--- src/rtl/axi_rd_subordinate.sv ---
// AXI4 read-only subordinate that stands in for DDR behind the prefetcher.
// It accepts AR requests into an in-order queue and waits a fixed latency
// after the previous burst completes. It then returns an INCR burst whose
// beat data is the beat's byte address, or zero for out-of-window requests.
module axi_rd_subordinate #(
    parameter int ADDR_BITS       = 64,
    parameter int DATA_WIDTH      = 64,
    parameter int BURST_LEN_WIDTH = 8,
    parameter int TID_WIDTH       = 8,
    parameter int LOG_OUTSTANDING = 2,
    parameter int READ_LATENCY    = 4
) (
    input  logic                       clk,
    input  logic                       resetN,
    input  logic [ADDR_BITS-1:0]       bar,
    input  logic [ADDR_BITS-1:0]       limit,
    input  logic                       s_ar_valid,
    output logic                       s_ar_ready,
    input  logic [ADDR_BITS-1:0]       s_ar_addr,
    input  logic [BURST_LEN_WIDTH-1:0] s_ar_len,
    input  logic [TID_WIDTH-1:0]       s_ar_id,
    output logic                       s_r_valid,
    input  logic                       s_r_ready,
    output logic [TID_WIDTH-1:0]       s_r_id,
    output logic [DATA_WIDTH-1:0]      s_r_data,
    output logic [1:0]                 s_r_resp,
    output logic                       s_r_last,
    output logic [LOG_OUTSTANDING:0]   outstanding
);

    localparam int DEPTH  = 1 << LOG_OUTSTANDING;
    localparam int PTR_W  = LOG_OUTSTANDING;
    localparam int CNT_W  = LOG_OUTSTANDING + 1;
    localparam int BYTES  = DATA_WIDTH / 8;
    localparam int WAIT_W = (READ_LATENCY > 2) ? $clog2(READ_LATENCY) : 1;
    localparam int MAXW   = (DATA_WIDTH > ADDR_BITS) ? DATA_WIDTH : ADDR_BITS;

    typedef enum logic [1:0] {
        ST_IDLE  = 2'd0,
        ST_WAIT  = 2'd1,
        ST_BURST = 2'd2
    } state_t;

    // Beat payload: the byte address resized to the data bus, or zero on error.
    function automatic logic [DATA_WIDTH-1:0] beat_data(input logic [ADDR_BITS-1:0] addr,
                                                        input logic err);
        logic [MAXW-1:0] wide;
        wide = '0;
        wide[ADDR_BITS-1:0] = addr;
        if (err) begin
            beat_data = '0;
        end else begin
            beat_data = wide[DATA_WIDTH-1:0];
        end
    endfunction

    // Response code carried by every beat of a burst.
    function automatic logic [1:0] resp_code(input logic err);
        if (err) begin
            resp_code = 2'b10;
        end else begin
            resp_code = 2'b00;
        end
    endfunction

    // Request queue
    logic [ADDR_BITS-1:0]       q_addr_r [DEPTH];
    logic [BURST_LEN_WIDTH-1:0] q_len_r  [DEPTH];
    logic [TID_WIDTH-1:0]       q_id_r   [DEPTH];
    logic                       q_err_r  [DEPTH];
    logic [PTR_W-1:0]           wr_ptr_r;
    logic [PTR_W-1:0]           rd_ptr_r;
    logic [CNT_W-1:0]           count_r;
    logic [CNT_W-1:0]           count_nxt_s;
    logic                       ar_ready_r;
    logic                       ar_ready_nxt_s;

    // Sequencer and R channel registers
    state_t                     state_r;
    state_t                     state_nxt_s;
    logic [WAIT_W-1:0]          wait_r;
    logic [WAIT_W-1:0]          wait_nxt_s;
    logic [BURST_LEN_WIDTH-1:0] beat_r;
    logic [BURST_LEN_WIDTH-1:0] beat_nxt_s;
    logic [BURST_LEN_WIDTH-1:0] beat_inc_s;
    logic [ADDR_BITS-1:0]       beat_addr_r;
    logic [ADDR_BITS-1:0]       beat_addr_nxt_s;
    logic [ADDR_BITS-1:0]       beat_addr_inc_s;
    logic                       r_valid_r;
    logic                       r_valid_nxt_s;
    logic [TID_WIDTH-1:0]       r_id_r;
    logic [TID_WIDTH-1:0]       r_id_nxt_s;
    logic [DATA_WIDTH-1:0]      r_data_r;
    logic [DATA_WIDTH-1:0]      r_data_nxt_s;
    logic [1:0]                 r_resp_r;
    logic [1:0]                 r_resp_nxt_s;
    logic                       r_last_r;
    logic                       r_last_nxt_s;

    logic                       ar_hs_s;
    logic                       ar_err_s;
    logic                       r_hs_s;
    logic                       launch_s;
    logic                       advance_s;
    logic                       pop_s;
    logic [ADDR_BITS-1:0]       head_addr_s;
    logic [BURST_LEN_WIDTH-1:0] head_len_s;
    logic [TID_WIDTH-1:0]       head_id_s;
    logic                       head_err_s;

    assign ar_hs_s         = s_ar_valid & ar_ready_r;
    assign ar_err_s        = (s_ar_addr < bar) || (s_ar_addr > limit);
    assign r_hs_s          = r_valid_r & s_r_ready;
    assign head_addr_s     = q_addr_r[rd_ptr_r];
    assign head_len_s      = q_len_r[rd_ptr_r];
    assign head_id_s       = q_id_r[rd_ptr_r];
    assign head_err_s      = q_err_r[rd_ptr_r];
    assign beat_inc_s      = beat_r + BURST_LEN_WIDTH'(1'b1);
    assign beat_addr_inc_s = beat_addr_r + ADDR_BITS'(BYTES);

    assign s_ar_ready  = ar_ready_r;
    assign s_r_valid   = r_valid_r;
    assign s_r_id      = r_id_r;
    assign s_r_data    = r_data_r;
    assign s_r_resp    = r_resp_r;
    assign s_r_last    = r_last_r;
    assign outstanding = count_r;

    // Occupancy after this edge; the head stays counted until its last beat.
    always_comb begin
        count_nxt_s    = count_r + CNT_W'(ar_hs_s) - CNT_W'(pop_s);
        ar_ready_nxt_s = (count_nxt_s < CNT_W'(DEPTH));
    end

    // Sequencer next state: latency countdown, burst launch, beat advance, pop.
    always_comb begin
        state_nxt_s = state_r;
        wait_nxt_s  = wait_r;
        launch_s    = 1'b0;
        advance_s   = 1'b0;
        pop_s       = 1'b0;
        case (state_r)
            ST_IDLE: begin
                if (count_r != '0) begin
                    if (READ_LATENCY == 1) begin
                        launch_s    = 1'b1;
                        state_nxt_s = ST_BURST;
                    end else begin
                        wait_nxt_s  = WAIT_W'(READ_LATENCY - 2);
                        state_nxt_s = ST_WAIT;
                    end
                end else begin
                    state_nxt_s = ST_IDLE;
                end
            end
            ST_WAIT: begin
                if (wait_r == '0) begin
                    launch_s    = 1'b1;
                    state_nxt_s = ST_BURST;
                end else begin
                    wait_nxt_s  = wait_r - WAIT_W'(1'b1);
                end
            end
            ST_BURST: begin
                if (r_hs_s) begin
                    if (r_last_r) begin
                        pop_s       = 1'b1;
                        state_nxt_s = ST_IDLE;
                    end else begin
                        advance_s   = 1'b1;
                    end
                end else begin
                    state_nxt_s = ST_BURST;
                end
            end
            default: begin
                state_nxt_s = ST_IDLE;
            end
        endcase
    end

    // R channel next values; everything holds unless a beat is launched or retired.
    always_comb begin
        beat_nxt_s      = beat_r;
        beat_addr_nxt_s = beat_addr_r;
        r_valid_nxt_s   = r_valid_r;
        r_id_nxt_s      = r_id_r;
        r_data_nxt_s    = r_data_r;
        r_resp_nxt_s    = r_resp_r;
        r_last_nxt_s    = r_last_r;
        if (launch_s) begin
            beat_nxt_s      = '0;
            beat_addr_nxt_s = head_addr_s;
            r_valid_nxt_s   = 1'b1;
            r_id_nxt_s      = head_id_s;
            r_data_nxt_s    = beat_data(head_addr_s, head_err_s);
            r_resp_nxt_s    = resp_code(head_err_s);
            r_last_nxt_s    = (head_len_s == '0);
        end else if (advance_s) begin
            // Only taken below the last beat, so the beat index cannot wrap.
            beat_nxt_s      = beat_inc_s;
            beat_addr_nxt_s = beat_addr_inc_s;
            r_data_nxt_s    = beat_data(beat_addr_inc_s, head_err_s);
            r_last_nxt_s    = (beat_inc_s == head_len_s);
        end else if (pop_s) begin
            r_valid_nxt_s   = 1'b0;
            r_last_nxt_s    = 1'b0;
        end else begin
            r_valid_nxt_s   = r_valid_r;
        end
    end

    // Sequencer state and registered R channel outputs.
    always_ff @(posedge clk or negedge resetN) begin
        if (!resetN) begin
            state_r     <= ST_IDLE;
            wait_r      <= '0;
            beat_r      <= '0;
            beat_addr_r <= '0;
            r_valid_r   <= 1'b0;
            r_id_r      <= '0;
            r_data_r    <= '0;
            r_resp_r    <= 2'b00;
            r_last_r    <= 1'b0;
        end else begin
            state_r     <= state_nxt_s;
            wait_r      <= wait_nxt_s;
            beat_r      <= beat_nxt_s;
            beat_addr_r <= beat_addr_nxt_s;
            r_valid_r   <= r_valid_nxt_s;
            r_id_r      <= r_id_nxt_s;
            r_data_r    <= r_data_nxt_s;
            r_resp_r    <= r_resp_nxt_s;
            r_last_r    <= r_last_nxt_s;
        end
    end

    // Request queue storage, pointers, occupancy and AR ready.
    always_ff @(posedge clk or negedge resetN) begin
        if (!resetN) begin
            for (int i = 0; i < DEPTH; i++) begin
                q_addr_r[i] <= '0;
                q_len_r[i]  <= '0;
                q_id_r[i]   <= '0;
                q_err_r[i]  <= 1'b0;
            end
            wr_ptr_r   <= '0;
            rd_ptr_r   <= '0;
            count_r    <= '0;
            ar_ready_r <= 1'b0;
        end else begin
            if (ar_hs_s) begin
                q_addr_r[wr_ptr_r] <= s_ar_addr;
                q_len_r[wr_ptr_r]  <= s_ar_len;
                q_id_r[wr_ptr_r]   <= s_ar_id;
                q_err_r[wr_ptr_r]  <= ar_err_s;
                wr_ptr_r           <= wr_ptr_r + PTR_W'(1'b1);
            end else begin
                wr_ptr_r           <= wr_ptr_r;
            end
            if (pop_s) begin
                rd_ptr_r <= rd_ptr_r + PTR_W'(1'b1);
            end else begin
                rd_ptr_r <= rd_ptr_r;
            end
            count_r    <= count_nxt_s;
            ar_ready_r <= ar_ready_nxt_s;
        end
    end

endmodule

--- config.mk ---
export PLATFORM = sky130hd
export DESIGN_NAME = axi_rd_subordinate
export DESIGN_NICKNAME = d
export VERILOG_FILES = /design/src/rtl/axi_rd_subordinate.sv
export SDC_FILE = /design/constraint.sdc
export NUM_CORES = 1
export LEC_CHECK = 0
export BUFFER_PORTS_ARGS = -buffer_cell sky130_fd_sc_hd__buf_2
export CAP_MARGIN = 20
export CORE_AREA = 2 2 323 325
export DETAILED_ROUTE_END_ITERATION = 7
export DIE_AREA = 0 0 325 327
export GPL_TIMING_DRIVEN = 0
export PLACE_DENSITY = 0.41
export SYNTH_ARGS = -nofsm -noshare
export SYNTH_HDL_FRONTEND = slang
export SYNTH_SLANG_ARGS = --single-unit
--- constraint.sdc ---
create_clock -name clk -period 2.6 [get_ports clk]
set_clock_uncertainty 0.2 [all_clocks]
set_input_delay 0.39 -clock clk [delete_from_list [all_inputs] [get_ports clk]]
set_output_delay 0.39 -clock clk [all_outputs]
set_load 0.01 [all_outputs]
==> results of run 1 <==
## metal layers
| layer | vias up | wire [µm] | track usage (%) |
|---|---|---|---|
| li1 | 9865 | - | - |
| met1 | 10300 | 45700 | 25.3 |
| met2 | 437 | 44600 | 29.1 |
| met3 | 115 | 4010 | 2.56 |
| met4 | 8 | 1790 | 3.71 |
| met5 | - | 49 | 0 |
## stage by stage
stage / hold WS [ns] / utilization (%) / setup slack [ns]
3_5_place_dp: 0.256 / 28.0 / -1.68
3_3_place_gp: 0.253 / 27.9 / -10.17
5_1_grt: 0.0378 / 31.1 / -0.0262
2_1_floorplan: -0.106 / - / 0.198
6_report: 0.0529 / 31.1 / 0.0136
4_1_cts: 0.0145 / 30.9 / 0.00212
## sequential cells by signal, summed over array words and instances (netlist names)
signal       cells
wr_ptr_r         2
beat_addr_r     64
beat_r           8
s_ar_ready       1
s_r_resp         1
rd_ptr_r         2
q_len_r         32
s_r_data        64
q_err_r          4
outstanding      3
q_id_r          32
q_addr_r       256
s_r_id           8
wait_r           2
s_r_last         1
state_r          2
s_r_valid        1
## worst min-delay path: cells and delay by family
family	cells	cell delay, ns
AO/OA/AOI/OAI	1	0.18
buffers and inverters	2	0.26
## power breakdown
group / internal, mW / leakage [nW] / switching, mW / total (mW)
registers: 10.9 / 6.06 / 2.29 / 13.2
clock network: 4.53 / 0.880 / 3.38 / 7.91
logic: 5.48 / 8.56 / 7.48 / 13.0
total: 20.9 / 15.5 / 13.1 / 34.0
## layout make-up
cell class / instances / area (µm²) / area share [%]
diodes: 1 / 2.50 / 0.00781
multi-input cells: 1883 / 12600 / 39.2
well taps: 1380 / 1730 / 5.39
clock inverters: 8 / 113 / 0.352
inverters: 145 / 544 / 1.70
flip-flops and latches: 483 / 12100 / 37.8
plain buffers: 128 / 652 / 2.03
clock buffers: 94 / 1700 / 5.29
repair buffers: 404 / 2640 / 8.25
## what timing repair did
action                                  in CTS  in global routing
gates resized for setup                     94                 46
endpoints found under the setup margin     245                109
hold buffers                                87                  0
pin swaps                                    6                 11
setup buffers                               10                 13
endpoints found under the hold margin      402                  0
## worst min-delay path by stage
stage,start,endpoint,slack [ns],cells after the start
2_1_floorplan,resetN,beat_addr_r[0],-0.11,0
3_3_place_gp,q_addr_r[56],q_addr_r[56],0.25,2
3_5_place_dp,resetN,outstanding[2],0.26,1
4_1_cts,s_ar_addr[0],q_addr_r[0],0.01,3
5_1_grt,s_ar_addr[0],q_addr_r[0],0.04,3
6_report,s_ar_addr[0],q_addr_r[0],0.05,3
## logic make-up after synthesis
logic type | Yosys count | share of synthesized area [%]
AND/OR/NAND/NOR | 1148 | 19.1
flip-flops | 483 | 47.4
AO/OA/AOI/OAI | 317 | 7.66
buffers and inverters | 277 | 4.22
multiplexers | 175 | 11.2
adder cells (fa/ha/maj) | 137 | 6.75
XOR/XNOR | 105 | 3.61
other | 1 | 0.0147
## synth_stat cells, drive strengths merged, types with 4 or more instances
| cell | count | share of area, % |
|---|---|---|
| a21oi | 83 | 1.6 |
| and3 | 26 | 0.66 |
| clkbuf | 107 | 1.6 |
| mux4 | 80 | 7.1 |
| nand2 | 882 | 13 |
| mux2 | 92 | 4.1 |
| and2 | 7 | 0.17 |
| a31oi | 8 | 0.20 |
| o21ai | 114 | 2.2 |
| nor3 | 15 | 0.44 |
| a221oi | 9 | 0.31 |
| a221o | 4 | 0.16 |
| xnor2 | 57 | 2.0 |
| a22oi | 18 | 0.53 |
| nand4 | 49 | 1.3 |
| buf | 25 | 0.51 |
| nand3 | 54 | 1.2 |
| nor2 | 78 | 1.1 |
| nor4 | 9 | 0.30 |
| inv | 145 | 2.1 |
| ha | 136 | 6.7 |
| o31ai | 9 | 0.26 |
| dfrtp | 483 | 47 |
| and4 | 11 | 0.39 |
| a21o | 20 | 0.59 |
| xor2 | 48 | 1.6 |
| a22o | 26 | 0.89 |
==> out/qor.yml, run 1 <==
outcome: "finished clean"
cts.clk_slew.worst_paths_ns: 0.06
fill_cells: 11000
viasPerCell: 4.57
crit_path_max_fanout: 5
crit_buf_inv: 1
track_usage_pct: 17.9
post_drt_wl_per_cell_um: 21.3
r2r_end: "s_r_data[54]"
totalWireLength_um: 96200
maxSlewHeadroom_pct: 47.1
worst_slew_pin_slew_ns: 0.793
grt_first_pass_wirelength_um: 142000
ant_nets: 0
placed_cells: 4317
total_power_mw: 34.0
setup_viol: 0
synthesis.area_mm2: 0.0255
syn_avg_cell_area_um2: 9.65
fp.coreArea_mm2: 0.103
hold_class: "in -> reg"
grt_pass1_vias: 20800
slowest_delay_ns: 0.59
drv_slew: 0
io_buffers: 289
final_layout_size_suffix_gt1_share_pct: 22.0
cp.required_ns: 2.87
r2r_cells: 8
grt_start_max_net_pins: 103
drt_iter0_drc: 1463
drc: 0
die_w_um: 325
maxCapViolations: 0
fin_crit_ns: 2.59
synth_seq_cells: 483
post-route-period-util_pct: 99.5
crit_chain: "buf_6 -> and4_4 -> nand4_4 -> or4_4 -> nor3_4 -> nand4_1 -> xor2_1 -> o21ai_1"
yosysWarningCount: 0
end_kind: "register"
ys_types: 71
arrival_ns: 2.86
pwr_density_cell_mw_per_mm2: 1060
root_buffer: "clkbuf_16"
io_pins: 292
crit_end: "s_r_data[54]"
first_pass_iters: 5
antenna_found_initial: 11
r2r_slack_ns: 0.01
rsz0062_at_grt: "true"
row_count: 118
rr_startpoint: "beat_addr_r[22]"
final_cells: 4526
ys_seq_area_share_pct: 47.4
area_delta_synth_final_pct: 25.6
synth_fp_nets: 2992
synth-async-reset-ratio_pct: 100
start_kind: "register"
start_util_pct: 24.8
place_area_mm2: 0.0288
slowest_stage: "or4_4"
dieHeight_um: 327
critPathTopFamily: "simple AND/OR/NAND/NOR gates"
gp_congestion: 0.805
cts_buffers: 57
worstSetupPathDepth: 8
finalHoldViolCount: 0
die_area_mm2: 0.106
stdcell_area_mm2: 0.0320
power_leakage_nw: 15.5
grt-ovfl-total: 0
final_common_cell: "nand2_1"
startpoint: "beat_addr_r[22]"
synth_edf_count: 0
cts_htree_levels: 2
fin_nets: 3451
max_freq_mhz: 387
path_class: "reg -> reg"
cts_buffer_depth: 3
cts.sinks: 483
num_vias: 20700
ir_worst_vdd_v: 0.000489
final_cell_mix: "877 x nand2_1, 475 x dfrtp_1, 294 x buf_2, 145 x inv_1, 135 x ha_1"
netlist_instances: 2643
synthFlopType: "dfrtp_1"
fin_tns_setup_ns: 0
cts_tree: "done"
insertion_delay_ns: 0.65
dpl.hpwl_um: 72000
(Power assumes the default switching activity.)
==> run 2, diff against run 1 <==
ABC_AREA = 1   (was unset)
CORE_AREA = 2 2 325 327   (was 2 2 323 325)
DIE_AREA = 0 0 327 329   (was 0 0 325 327)
==> run 2 against run 1 <==
- power is 5.8% higher
- critical path type unchanged
- fmax rose by 2.0%
- cell count grew 14%
- highest routed layer unchanged
- sequential share of layout area down 0.32 points
- area after synthesis is 1.1% higher
- register-to-register slack gained 0.05 ns
- largest power group is now combinational logic
- wire length grew 14%
- cell area rose by 0.79%
- count of clock-buffer cells in the layout down 11
- utilization decreased by 0.19 points
- via count rose by 17%
- worst setup slack improved by 0.052 ns
==> out/qor.yml, run 2 <==
dieHeight_um: 329  # +0.61%
crit_path_max_fanout: 2  # -3
gp_congestion: 0.901  # +12%
max_freq_mhz: 395  # +2.0%
path_class: "reg -> reg"
drv_slew: 0  # unchanged
synth_common_cells: "851 x nand2_1, 551 x o21ai_0, 483 x dfrtp_1"
synth_top_area_share_pct: 46.9  # -0.52 points
synth-adder-area-share_pct: 6.68  # -0.074 points
fin_tns_setup_ns: 0  # unchanged
dpl.hpwl_um: 82200  # +14%
slowest_delay_ns: 0.42  # -0.17 ns
holdWs_ns: 0.0153  # -0.0376 ns
synth-async-reset-ratio_pct: 100  # unchanged
wl_met1_um: 50800  # +11%
cts_buffer_depth: 3  # unchanged
worst_slew_pin_slew_ns: 0.872  # +0.0787 ns
finish.utilization_pct: 30.9  # -0.19 points
rr_startpoint: "s_r_valid"
cp.required_ns: 2.93  # +0.06 ns
grt-ovfl-total: 0  # unchanged
synth_seq_cells: 483  # unchanged
fp.coreArea_mm2: 0.104  # +1.4%
fin_nets: 4094  # +19%
start_util_pct: 24.7  # -0.078 points
synth_edf_count: 0  # unchanged
routed.top_layer: "met5"
synth_fp_nets: 3662  # +22%
cts_buffers: 57  # unchanged
maxSlewHeadroom_pct: 41.9  # -5.2 points
total_power_mw: 36.0  # +5.8%
synthMuxAreaShare_pct: 0  # -11 points
die_w_um: 327  # +0.62%
met2_length_um: 51400  # +15%
top_register: "q_addr_r"
row_count: 119  # +0.85%
syn_avg_cell_area_um2: 7.78  # -19%
final_common_cell: "nand2_1"
start_kind: "register"
placed_cells: 4998  # +16%
area_delta_synth_final_pct: 25.2
die_area_mm2: 0.108  # +1.2%
fill_cells: 11500  # +5.0%
setup_viol: 0  # unchanged
drt_iter0_drc: 1563  # +6.8%
pre_cts_slack_ns: -1.10  # +0.578 ns
ir_worst_vdd_v: 0.000544  # +11%
post-route-period-util_pct: 97.5  # -2.0 points
insertion_delay_ns: 0.67  # +0.02 ns
synth_largest_area_cell: "dfrtp_1"
grt_pass1_vias: 24400  # +17%
arrival_ns: 2.86  # about the same
crit_buf_inv: 4  # +3
num_vias: 24200  # +17%
netlist_instances: 3313  # +25%
rsz0062_at_grt: "true"
post_drt_wl_per_cell_um: 21.1  # -0.71%
synthesis.area_mm2: 0.0258  # +1.1%
grt_first_pass_wirelength_um: 162000  # +14%
power_leakage_nw: 15.9  # +2.4%
synthFlopType: "dfrtp_1"
startpoint: "s_r_valid"
crit_chain: "nand2_2 -> nor3_4 -> inv_2 -> nor2_4 -> ha_4 -> inv_2 -> ha_4 -> inv_2 -> fa_2 -> xor2_1 -> xor2_1 -> inv_1"
first_pass_iters: 5  # unchanged
wl_met3_um: 4540  # +13%
synth_top_family_by_area: "simple AND/OR/NAND/NOR gates"
io_pins: 292  # unchanged
pwr_density_cell_mw_per_mm2: 1120  # +4.9%
critPathTopFamily: "adder cells"
finalHoldViolCount: 0  # unchanged
place_area_mm2: 0.0291  # +1.0%
end_kind: "register"
largest_reg_flops: 256  # unchanged
ys_seq_area_share_pct: 46.9  # -0.52 points
yosysWarningCount: 0  # unchanged
cts.sinks: 483  # unchanged
drc: 0  # unchanged
cpMostUsedCell: "inv_2"
cts_tree: "done"
slowest_stage: "dfrtp_2"
viasPerCell: 4.68  # +2.3%
io_buffers: 290  # +0.35%
track_usage_pct: 20.1  # +2.2 points
synth_compound_area_share_pct: 16.4  # +8.8 points
final_layout_size_suffix_gt1_share_pct: 16.1  # -6.0 points
fin_crit_ns: 2.53  # -0.0519 ns
setup_slack_ns: 0.0655  # +0.0519 ns
root_buffer: "clkbuf_16"
synthTopCellsByArea: "dfrtp_1 47%, nand2_1 12%, o21ai_0 11%, ha_1 6.6%, inv_1 4.9%"
antenna_found_initial: 4  # -7
outcome: "finished clean"
cts_htree_levels: 2  # unchanged
synthXorXnorAreaFrac_pct: 1.22  # -2.4 points
hold_start: "s_ar_addr[11]"
stdcell_area_mm2: 0.0323  # +0.79%
hold_class: "in -> reg"
cts.clk_slew.worst_paths_ns: 0.06  # about the same
synthMostInstantiatedCell: "nand2_1"
synth-simple-area-share_pct: 21.0  # +1.9 points
totalWireLength_um: 109000  # +14%
final_cell_mix: "845 x nand2_1, 551 x o21ai_0, 482 x dfrtp_1, 333 x inv_1, 315 x buf_2"
maxCapViolations: 0  # unchanged
ant_nets: 0  # unchanged
ys_types: 44  # -38%
grt_start_max_net_pins: 108  # +4.9%
final_cells: 5181  # +14%
antenna_cells: 0  # -1
==> run 2: cell count changes after synthesis, sizes merged, moves of 24 or more <==
| cell | delta |
|---|---|
| xnor2 | -54 |
| mux4 | -80 |
| and3 | -25 |
| o21ai | +518 |
| inv | +209 |
| nand2 | -24 |
| nand3 | +43 |
| mux2 | -92 |
| nor3 | +28 |
| nor2 | +203 |
| o22ai | +76 |
==> run 2: where the power goes <==
part           switching, mW  internal [mW]  total (mW)
Clock                   3.53           4.92        8.45
Sequential              1.88           10.6        12.5
Combinational           10.4           4.72        15.1
Total                   15.8           20.2        36.0
==> run 2: cells by family (layout without fill, tap and decap cells) <==
family                   count (synthesis)  after routing
AND/OR/NAND/NOR                       1330           1330
AO/OA/AOI/OAI                          809            809
buffers and inverters                  517            994
flip-flops                             483            483
adder cells (fa/ha/maj)                137            137
XOR/XNOR                                36             36
other                                    1              1
==> run 2: timing repair <==
action | CTS | global route
gates resized for setup | 96 | 88
buffers inserted | 6 | 4
hold buffers | 69 | 0
pin swaps | 7 | 8
endpoints found under the hold margin | 356 | 0
endpoints found under the setup margin | 463 | 164
==> run 2: worst paths after layout <==
check	depth (start not counted)	end	slack [ns]
min	3	q_addr_r[139]	0.02
max	12	outstanding[2]	0.07
max reg2reg	12	outstanding[2]	0.07
min in group asynchronous	2	s_r_data[58]	0.15
max in group asynchronous	4	q_addr_r[24]	0.45
min reg2reg	2	s_r_id[4]	0.28
==> run 2: worst reg2reg max path: cells and delay by family, from the launching register on <==
kind | cells | cell delay [ns]
xor+xnor | 2 | 0.36
fa+ha+maj | 3 | 0.69
simple gates | 3 | 0.52
flops | 1 | 0.42
buf+inv | 4 | 0.24
==> run 2: layout make-up <==
class,instances,area (µm²),area share [%]
flip-flops and latches,483,12100,37.4
multi-input cells,2313,12000,37.3
repair buffers,373,2340,7.24
well taps,1391,1740,5.39
clock buffers,83,1650,5.12
inverters,354,1330,4.12
plain buffers,163,803,2.49
clock inverters,21,292,0.903
==> run 2: per-layer routing <==
layer	vias to the layer above	global-route usage (%)
li1	11700	-
met1	11800	27.8
met2	568	33.7
met3	125	2.31
met4	4	4.56
met5	-	0
